`src/rtl/winocnn_pkg.sv`:
```
// Shared types and constants for the Winograd CNN PE-array control path.
package winocnn_pkg;

    typedef enum logic {
        SIZE_1X1 = 1'b0,
        SIZE_3X3 = 1'b1
    } size_type_e;

    localparam int TILE_STEP_1X1 = 6;
    localparam int TILE_STEP_3X3 = 4;

    localparam int IDX_W = 9;
    localparam int OD_W  = 8;

    // One extra bit on the tile cursor so "origin >= H/W" is exact at the top edge.
    localparam int CUR_W = IDX_W + 1;

    typedef enum logic [1:0] {
        IDLE  = 2'd0,
        RUN   = 2'd1,
        DRAIN = 2'd2
    } sched_state_t;

    // Spatial distance between consecutive tile origins for a kernel size.
    function automatic logic [2:0] tile_step(input size_type_e st);
        return (st == SIZE_3X3) ? 3'(TILE_STEP_3X3) : 3'(TILE_STEP_1X1);
    endfunction

endpackage

```
`src/rtl/pe_array_scheduler_tile_walker.sv`:
```
// Combinational raster stepper: expands the tile cursor into COLS consecutive
// tile origins (y fastest, then x) and reports where the next wave starts.
module tile_walker
    import winocnn_pkg::*;
#(
    parameter int COLS = 4
) (
    input  logic [CUR_W-1:0]            cur_x,
    input  logic [CUR_W-1:0]            cur_y,
    input  logic [2:0]                  step,
    input  logic [IDX_W-1:0]            h,
    input  logic [IDX_W-1:0]            w,
    output logic [COLS-1:0]             slot_valid,
    output logic [COLS-1:0][IDX_W-1:0]  slot_x,
    output logic [COLS-1:0][IDX_W-1:0]  slot_y,
    output logic [CUR_W-1:0]            next_x,
    output logic [CUR_W-1:0]            next_y,
    output logic                        exhausted
);

    logic [CUR_W-1:0] walk_x;
    logic [CUR_W-1:0] walk_y;

    // Step the cursor COLS times; a slot is live only while its row origin is inside H.
    always_comb begin
        walk_x     = cur_x;
        walk_y     = cur_y;
        slot_valid = '0;
        slot_x     = '0;
        slot_y     = '0;
        for (int s = 0; s < COLS; s++) begin
            slot_valid[s] = (walk_x < CUR_W'(h));
            slot_x[s]     = walk_x[IDX_W-1:0];
            slot_y[s]     = walk_y[IDX_W-1:0];
            walk_y        = walk_y + CUR_W'(step);
            if (walk_y >= CUR_W'(w)) begin
                walk_y = '0;
                walk_x = walk_x + CUR_W'(step);
            end
        end
        next_x    = walk_x;
        next_y    = walk_y;
        exhausted = (walk_x >= CUR_W'(h));
    end

endmodule

```
`src/rtl/pe_array_scheduler.sv`:
```
// Wave scheduler for the ROWS x COLS systolic Winograd PE array. Each launched
// wave pairs COLS data tiles with ROWS output depths; skewed delay lines make
// data and weights of a wave meet in every PE on the same cycle.
module pe_array_scheduler
    import winocnn_pkg::*;
#(
    parameter int ROWS        = 4,
    parameter int COLS        = 4,
    parameter int DRAIN_EXTRA = 2
) (
    input  logic                   clk,
    input  logic                   reset,
    input  logic                   start_i,
    input  logic [IDX_W-1:0]       cfg_h_i,
    input  logic [IDX_W-1:0]       cfg_w_i,
    input  logic [OD_W-1:0]        cfg_od_i,
    input  logic                   cfg_size_type_i,
    input  logic                   feed_ready_i,
    output logic                   busy_o,
    output logic                   done_o,
    output logic [COLS-1:0]        col_valid_o,
    output logic [COLS*IDX_W-1:0]  col_x_o,
    output logic [COLS*IDX_W-1:0]  col_y_o,
    output logic [ROWS-1:0]        row_valid_o,
    output logic [ROWS*OD_W-1:0]   row_od_o,
    output logic                   size_type_o
);

    localparam int                DRAIN_LEN  = ((ROWS > COLS) ? ROWS : COLS) + DRAIN_EXTRA;
    localparam int                ODX_W      = OD_W + 1;
    localparam logic [ODX_W-1:0]  ROWS_X     = ODX_W'(ROWS);
    localparam logic [7:0]        DRAIN_LOAD = 8'(DRAIN_LEN - 1);

    sched_state_t state, next_state;

    logic [IDX_W-1:0] h_q;
    logic [IDX_W-1:0] w_q;
    logic [OD_W-1:0]  od_q;
    logic [2:0]       step_q;
    logic [CUR_W-1:0] cur_x;
    logic [CUR_W-1:0] cur_y;
    logic [ODX_W-1:0] od_base;
    logic [7:0]       drain_cnt;

    logic                        launch;
    logic                        last_wave;
    logic                        start_degenerate;
    logic [COLS-1:0]             slot_valid;
    logic [COLS-1:0][IDX_W-1:0]  slot_x;
    logic [COLS-1:0][IDX_W-1:0]  slot_y;
    logic [CUR_W-1:0]            next_x;
    logic [CUR_W-1:0]            next_y;
    logic                        exhausted;
    logic [ROWS-1:0]             row_slot_valid;
    logic [ROWS-1:0][OD_W-1:0]   row_slot_od;

    assign start_degenerate = (cfg_h_i == '0) || (cfg_w_i == '0) || (cfg_od_i == '0);

    tile_walker #(
        .COLS (COLS)
    ) u_walker (
        .cur_x      (cur_x),
        .cur_y      (cur_y),
        .step       (step_q),
        .h          (h_q),
        .w          (w_q),
        .slot_valid (slot_valid),
        .slot_x     (slot_x),
        .slot_y     (slot_y),
        .next_x     (next_x),
        .next_y     (next_y),
        .exhausted  (exhausted)
    );

    // Each row of the current od group carries od_base + r while that depth exists.
    always_comb begin
        row_slot_valid = '0;
        row_slot_od    = '0;
        for (int r = 0; r < ROWS; r++) begin
            row_slot_valid[r] = (od_base + ODX_W'(r)) < {1'b0, od_q};
            row_slot_od[r]    = OD_W'(od_base + ODX_W'(r));
        end
    end

    // State register.
    always_ff @(posedge clk or negedge reset) begin
        if (!reset) begin
            state <= IDLE;
        end else begin
            state <= next_state;
        end
    end

    // Next state plus the launch / last-wave decisions for this cycle.
    always_comb begin
        next_state = state;
        launch     = 1'b0;
        last_wave  = 1'b0;
        case (state)
            IDLE: begin
                if (start_i) begin
                    next_state = start_degenerate ? DRAIN : RUN;
                end
            end
            RUN: begin
                launch    = feed_ready_i;
                last_wave = feed_ready_i && exhausted && ((od_base + ROWS_X) >= {1'b0, od_q});
                if (last_wave) begin
                    next_state = DRAIN;
                end
            end
            DRAIN: begin
                if (drain_cnt == '0) begin
                    next_state = IDLE;
                end
            end
            default: next_state = IDLE;
        endcase
    end

    // Layer configuration, loop cursors, drain timer and busy/done flags.
    always_ff @(posedge clk or negedge reset) begin
        if (!reset) begin
            h_q         <= '0;
            w_q         <= '0;
            od_q        <= '0;
            step_q      <= '0;
            size_type_o <= 1'b0;
            cur_x       <= '0;
            cur_y       <= '0;
            od_base     <= '0;
            drain_cnt   <= '0;
            busy_o      <= 1'b0;
            done_o      <= 1'b0;
        end else begin
            done_o <= 1'b0;
            case (state)
                IDLE: begin
                    if (start_i) begin
                        h_q         <= cfg_h_i;
                        w_q         <= cfg_w_i;
                        od_q        <= cfg_od_i;
                        step_q      <= tile_step(size_type_e'(cfg_size_type_i));
                        size_type_o <= cfg_size_type_i;
                        cur_x       <= '0;
                        cur_y       <= '0;
                        od_base     <= '0;
                        drain_cnt   <= '0;
                        busy_o      <= 1'b1;
                    end
                end
                RUN: begin
                    if (launch) begin
                        if (exhausted) begin
                            cur_x   <= '0;
                            cur_y   <= '0;
                            od_base <= od_base + ROWS_X;
                        end else begin
                            cur_x <= next_x;
                            cur_y <= next_y;
                        end
                        if (last_wave) begin
                            drain_cnt <= DRAIN_LOAD;
                        end
                    end
                end
                DRAIN: begin
                    if (drain_cnt == '0) begin
                        done_o <= 1'b1;
                        busy_o <= 1'b0;
                    end else begin
                        drain_cnt <= drain_cnt - 8'd1;
                    end
                end
                default: ;
            endcase
        end
    end

    for (genvar c = 0; c < COLS; c++) begin : g_col
        logic [c:0]            v_pipe;
        logic [c:0][IDX_W-1:0] x_pipe;
        logic [c:0][IDX_W-1:0] y_pipe;

        // Column c delay line: launch register plus c skew stages; dead slots carry zeros.
        always_ff @(posedge clk or negedge reset) begin
            if (!reset) begin
                v_pipe <= '0;
                x_pipe <= '0;
                y_pipe <= '0;
            end else begin
                v_pipe[0] <= launch && slot_valid[c];
                x_pipe[0] <= (launch && slot_valid[c]) ? slot_x[c] : '0;
                y_pipe[0] <= (launch && slot_valid[c]) ? slot_y[c] : '0;
                for (int k = 1; k <= c; k++) begin
                    v_pipe[k] <= v_pipe[k-1];
                    x_pipe[k] <= x_pipe[k-1];
                    y_pipe[k] <= y_pipe[k-1];
                end
            end
        end

        assign col_valid_o[c]              = v_pipe[c];
        assign col_x_o[c*IDX_W +: IDX_W]   = x_pipe[c];
        assign col_y_o[c*IDX_W +: IDX_W]   = y_pipe[c];
    end

    for (genvar r = 0; r < ROWS; r++) begin : g_row
        logic [r:0]           v_pipe;
        logic [r:0][OD_W-1:0] od_pipe;

        // Row r delay line: launch register plus r skew stages; dead slots carry zeros.
        always_ff @(posedge clk or negedge reset) begin
            if (!reset) begin
                v_pipe  <= '0;
                od_pipe <= '0;
            end else begin
                v_pipe[0]  <= launch && row_slot_valid[r];
                od_pipe[0] <= (launch && row_slot_valid[r]) ? row_slot_od[r] : '0;
                for (int k = 1; k <= r; k++) begin
                    v_pipe[k]  <= v_pipe[k-1];
                    od_pipe[k] <= od_pipe[k-1];
                end
            end
        end

        assign row_valid_o[r]            = v_pipe[r];
        assign row_od_o[r*OD_W +: OD_W]  = od_pipe[r];
    end

endmodule

```
`config.mk`:
```
export PLATFORM = sky130hd
export DESIGN_NAME = pe_array_scheduler
export DESIGN_NICKNAME = d
export VERILOG_FILES = /design/src/rtl/winocnn_pkg.sv /design/src/rtl/pe_array_scheduler_tile_walker.sv /design/src/rtl/pe_array_scheduler.sv
export SDC_FILE = /design/constraint.sdc
export NUM_CORES = 1
export LEC_CHECK = 0
export ABC_AREA = 1
export BUFFER_PORTS_ARGS = -buffer_cell sky130_fd_sc_hd__buf_4
export CORE_MARGIN = 1.5
export CORE_UTILIZATION = 45
export CTS_CLUSTER_DIAMETER = 120
export DETAILED_ROUTE_END_ITERATION = 8
export HOLD_SLACK_MARGIN = 0.1
export PLACE_DENSITY = 0.75
export SYNTH_ARGS = -nofsm -noshare
export SYNTH_HDL_FRONTEND = slang
export SYNTH_SLANG_ARGS = --single-unit
```
`constraint.sdc`:
```
create_clock -name clk -period 19.66 [get_ports clk]
set_input_delay 2.949 -clock clk [delete_from_list [all_inputs] [get_ports clk]]
set_output_delay 2.949 -clock clk [all_outputs]
set_load 0.02 [all_outputs]
```
==> impl_summary.log <==
[metrics] outcome: completed
[metrics] max_cap viols: 0
[metrics] Die X: 188 um
[metrics] Die H: 188 um
[metrics] Top Family by Delay on Critical Path: simple AND/OR/NAND/NOR gates
[metrics] Detailed Place HPWL: 25700 um
[metrics] clk buf depth: 3
[metrics] most used flip-flop cell after synthesis: sky130_fd_sc_hd__dfrtp_1
[metrics] Core Region: 33600 sq um
[metrics] distinct cell type count after synthesis: 48
[metrics] most common cell in the synthesized netlist: sky130_fd_sc_hd__dfrtp_1
[metrics] # IOs: 146
[metrics] count of mapped cells out of synthesis: 1572
[metrics] vias in the first global route: 10500
[metrics] final count of pins violating max slew: 0
[metrics] startpoint of the worst register-to-register path: step_q[2]
[metrics] FF+latch count, synth: 330
[metrics] f_max: 71.0 MHz
[metrics] post-route clock period utilization: 0.717
[metrics] wire length of the first global-routing pass: 56600 um
[metrics] buffer type at the clock tree root: sky130_fd_sc_hd__clkbuf_16
[metrics] top cells by instance count after synthesis: sky130_fd_sc_hd__dfrtp_1 (330), sky130_fd_sc_hd__nand2_1 (271), sky130_fd_sc_hd__inv_1 (187)
[metrics] # port buffers: 140
[metrics] type of origin of the critical path: flop
[metrics] setup slack of the most critical reg-to-reg path: 5.57 ns
[metrics] post-CTS repair timing setup buffer count: 0
[metrics] post-route minimum period: 14.09 ns
[metrics] Crit Path Class: reg -> reg
[metrics] clock slew at the register clock pins of the worst setup and hold paths: 0.07 ns
[metrics] insertion delay to the later sink of the worst-skew pair: 0.53 ns
[metrics] capturing instance or port of the critical path: od_base[8]
[metrics] CTS tree: built
[metrics] TNS Setup: 0 ns
[metrics] biggest cell delay along the critical path: 0.86 ns
[metrics] netlist area before placement: 15400 sq um
[metrics] area share of the largest cell type after synthesis: 0.537
[metrics] share of flip-flops with an asynchronous set or reset after synthesis: 1.00
[metrics] post-cts repair resize count: 0
[metrics] cell at the slowest stage of the critical path: sky130_fd_sc_hd__dfrtp_1
[metrics] per-cell via count in the routed design: 5.03
[metrics] antenna violations before repair: 0
[metrics] first-iteration detailed-routing DRC count: 756
[metrics] Setup-failing EPs final: 0
[metrics] number of design rule violations left after detail routing: 0
[metrics] Final nets: 1800
[metrics] maximum number of pins on one net before global-route repair: 99
[metrics] Yosys warning total: 0
[metrics] number of stages on the worst setup path: 72
[metrics] worst-case headroom to the max-slew limit: 0.266
[metrics] portion of the post-synthesis area used by sequential elements: 0.537
[metrics] Min-Delay Path Class: reg -> reg
[metrics] remaining number of nets flagged by the antenna check after routing: 0
[metrics] aggregate global-route resource usage: 0.203
[metrics] measured slew at the worst slew-check pin: 1.10 ns
[metrics] leading area contributor after synthesis: sky130_fd_sc_hd__dfrtp_1
[metrics] ant diodes: 0
[metrics] most area-consuming cells after synthesis: sky130_fd_sc_hd__dfrtp_1 (54%), sky130_fd_sc_hd__ha_1 (9.5%), sky130_fd_sc_hd__nand2_1 (6.6%), sky130_fd_sc_hd__inv_1 (4.6%), sky130_fd_sc_hd__buf_4 (4.4%)
[metrics] Worst Path Max Fanout: 24
[metrics] first element of the critical path: step_q[2]
[metrics] cell mode on critical path: sky130_fd_sc_hd__nand2_1
[metrics] CTS HTree Levels: 2
[metrics] full die area: 35300 sq um
[metrics] growth of design area from synthesis to finish: 13.6%
[metrics] FF-to-FF path depth: 72
[metrics] Worst Path Arrival: 14.53 ns
[metrics] worst clock skew on the final layout: 0.0174 ns
[metrics] FP Rows: 67
[metrics] number of search-and-repair iterations in the first detailed-routing pass: 7
[metrics] Initial Util: 0.458
[metrics] number of clock buffers inserted by TritonCTS: 34
[metrics] worst r2r dst: od_base[8]
[metrics] average instance area after synthesis: 9.79 sq um
[metrics] number of buffers inserted for hold repair after clock tree synthesis: 0
[metrics] number of hold-slack violations in the final timing report: 0
[metrics] Routed WL: 35000 um
[metrics] nature of the critical path endpoint: flop
[metrics] number of enable-type register cells in the synthesized netlist: 0
[metrics] fraction of layout instances using a drive strength above 1: 0.160
[metrics] routed len/inst: 16.5 um
[metrics] Via Count: 10600
[metrics] RSZ-0062 raised after global routing: no
[metrics] GP Congestion: 0.943
[metrics] Min-Delay Startpoint: g_col[1].x_pipe[2]
[metrics] Crit path buffers/inverters: 10
[metrics] Worst EP required: 20.10 ns
[metrics] Clock Sink Count: 330
[metrics] global route total overflow: 0
worst min path at each step:
stage                                end  slack (ns)  depth (start not counted)
detailed placement           col_x_o[11]        0.33                          0
global placement    g_row[3].od_pipe[15]        0.33                          0
CTS                          col_x_o[11]        0.35                          0
finish                       col_x_o[11]        0.34                          0
floorplan                    col_x_o[10]        0.33                          0
global route         g_col[3].x_pipe[26]        0.35                          0
registers in the layout, indices dropped and copies added (netlist names), 7 cells and up:
| signal | count |
|---|---|
| drain_cnt | 8 |
| od_base | 7 |
| od_q | 8 |
| w_q | 9 |
| cur_y | 10 |
| g_col.x_pipe | 56 |
| col_x_o | 24 |
| g_col.v_pipe | 10 |
| g_row.od_pipe | 54 |
| g_col.y_pipe | 63 |
| cur_x | 9 |
| row_od_o | 23 |
| h_q | 9 |
| col_y_o | 27 |
worst register-to-register path: cells and delay by family, from the launching register on:
family | cells | cell delay [ns]
xor+xnor | 3 | 0.77
fa+ha+maj | 10 | 2.77
flops | 1 | 0.86
buf+inv | 10 | 1.24
simple gates | 36 | 5.93
compound gates | 13 | 2.41
metrics by stage:
stage	instance area, sq um	setup slack, ns	utilization	hold WS [ns]	std cells
after floorplan	15400	8.53	-	0.331	1578
after global placement	16300	6.40	0.484	0.331	2056
after detailed placement	16300	5.89	0.484	0.335	2056
after CTS	17500	5.77	0.520	0.345	2118
after global routing	17500	4.14	0.520	0.347	2118
final	17500	5.57	0.520	0.344	2118
metal layers:
metal / vias up / track usage / part of all wire
met4: 0 / 0.0640 / 0.026
met1: 5133 / 0.272 / 0.43
met5: - / 0 / 0
met3: 73 / 0.0281 / 0.058
li1: 5099 / - / -
met2: 343 / 0.340 / 0.49
cell type report:
| class | count | area (sq um) |
|---|---|---|
| Fill cell | 2970 | 16100 |
| Sequential cell | 330 | 8260 |
| Multi-Input combinational cell | 933 | 5600 |
| Timing Repair Buffer | 144 | 1090 |
| Clock buffer | 43 | 935 |
| Inverter | 201 | 754 |
| Tap cell | 448 | 561 |
| Clock inverter | 19 | 287 |
kinds of logic (layout without fill, tap and decap cells):
logic type / after synthesis / after routing / share of synthesized area
compound gates: 154 / 154 / 0.0553
xor+xnor: 36 / 36 / 0.0215
fa+ha+maj: 125 / 125 / 0.106
buf+inv: 315 / 407 / 0.101
flops: 330 / 330 / 0.537
other cells: 1 / 7 / 0.000244
simple gates: 611 / 611 / 0.180
cells in the final DEF, fill, tap and decap left out, types with 3 or more instances in the layout:
cell type,count
sky130_fd_sc_hd__nor3_1,13
sky130_fd_sc_hd__conb_1,7
sky130_fd_sc_hd__o21ai_0,61
sky130_fd_sc_hd__nand3_2,4
sky130_fd_sc_hd__nor4_1,8
sky130_fd_sc_hd__inv_1,187
sky130_fd_sc_hd__nand2_2,14
sky130_fd_sc_hd__xor2_1,30
sky130_fd_sc_hd__dfrtp_1,330
sky130_fd_sc_hd__inv_2,12
sky130_fd_sc_hd__ha_1,117
sky130_fd_sc_hd__a21oi_1,47
sky130_fd_sc_hd__buf_4,143
sky130_fd_sc_hd__clkinv_2,3
sky130_fd_sc_hd__bufinv_16,5
sky130_fd_sc_hd__nor2_1,161
sky130_fd_sc_hd__o22ai_1,3
sky130_fd_sc_hd__nor2_4,5
sky130_fd_sc_hd__nand4_1,49
sky130_fd_sc_hd__clkbuf_16,34
sky130_fd_sc_hd__nor2_2,12
sky130_fd_sc_hd__xnor2_1,4
sky130_fd_sc_hd__o21bai_1,4
sky130_fd_sc_hd__fa_1,8
sky130_fd_sc_hd__o21ai_1,17
sky130_fd_sc_hd__nor3_2,4
sky130_fd_sc_hd__a21o_1,8
sky130_fd_sc_hd__o21a_1,4
sky130_fd_sc_hd__or2_2,3
sky130_fd_sc_hd__clkbuf_8,5
sky130_fd_sc_hd__clkbuf_1,4
sky130_fd_sc_hd__clkinvlp_4,4
sky130_fd_sc_hd__nand2_1,271
sky130_fd_sc_hd__nand3_1,57
Power is left out: the tool's default activity adds up to more than one toggle a clock period on the data nets, which glitch-free logic cannot reach.
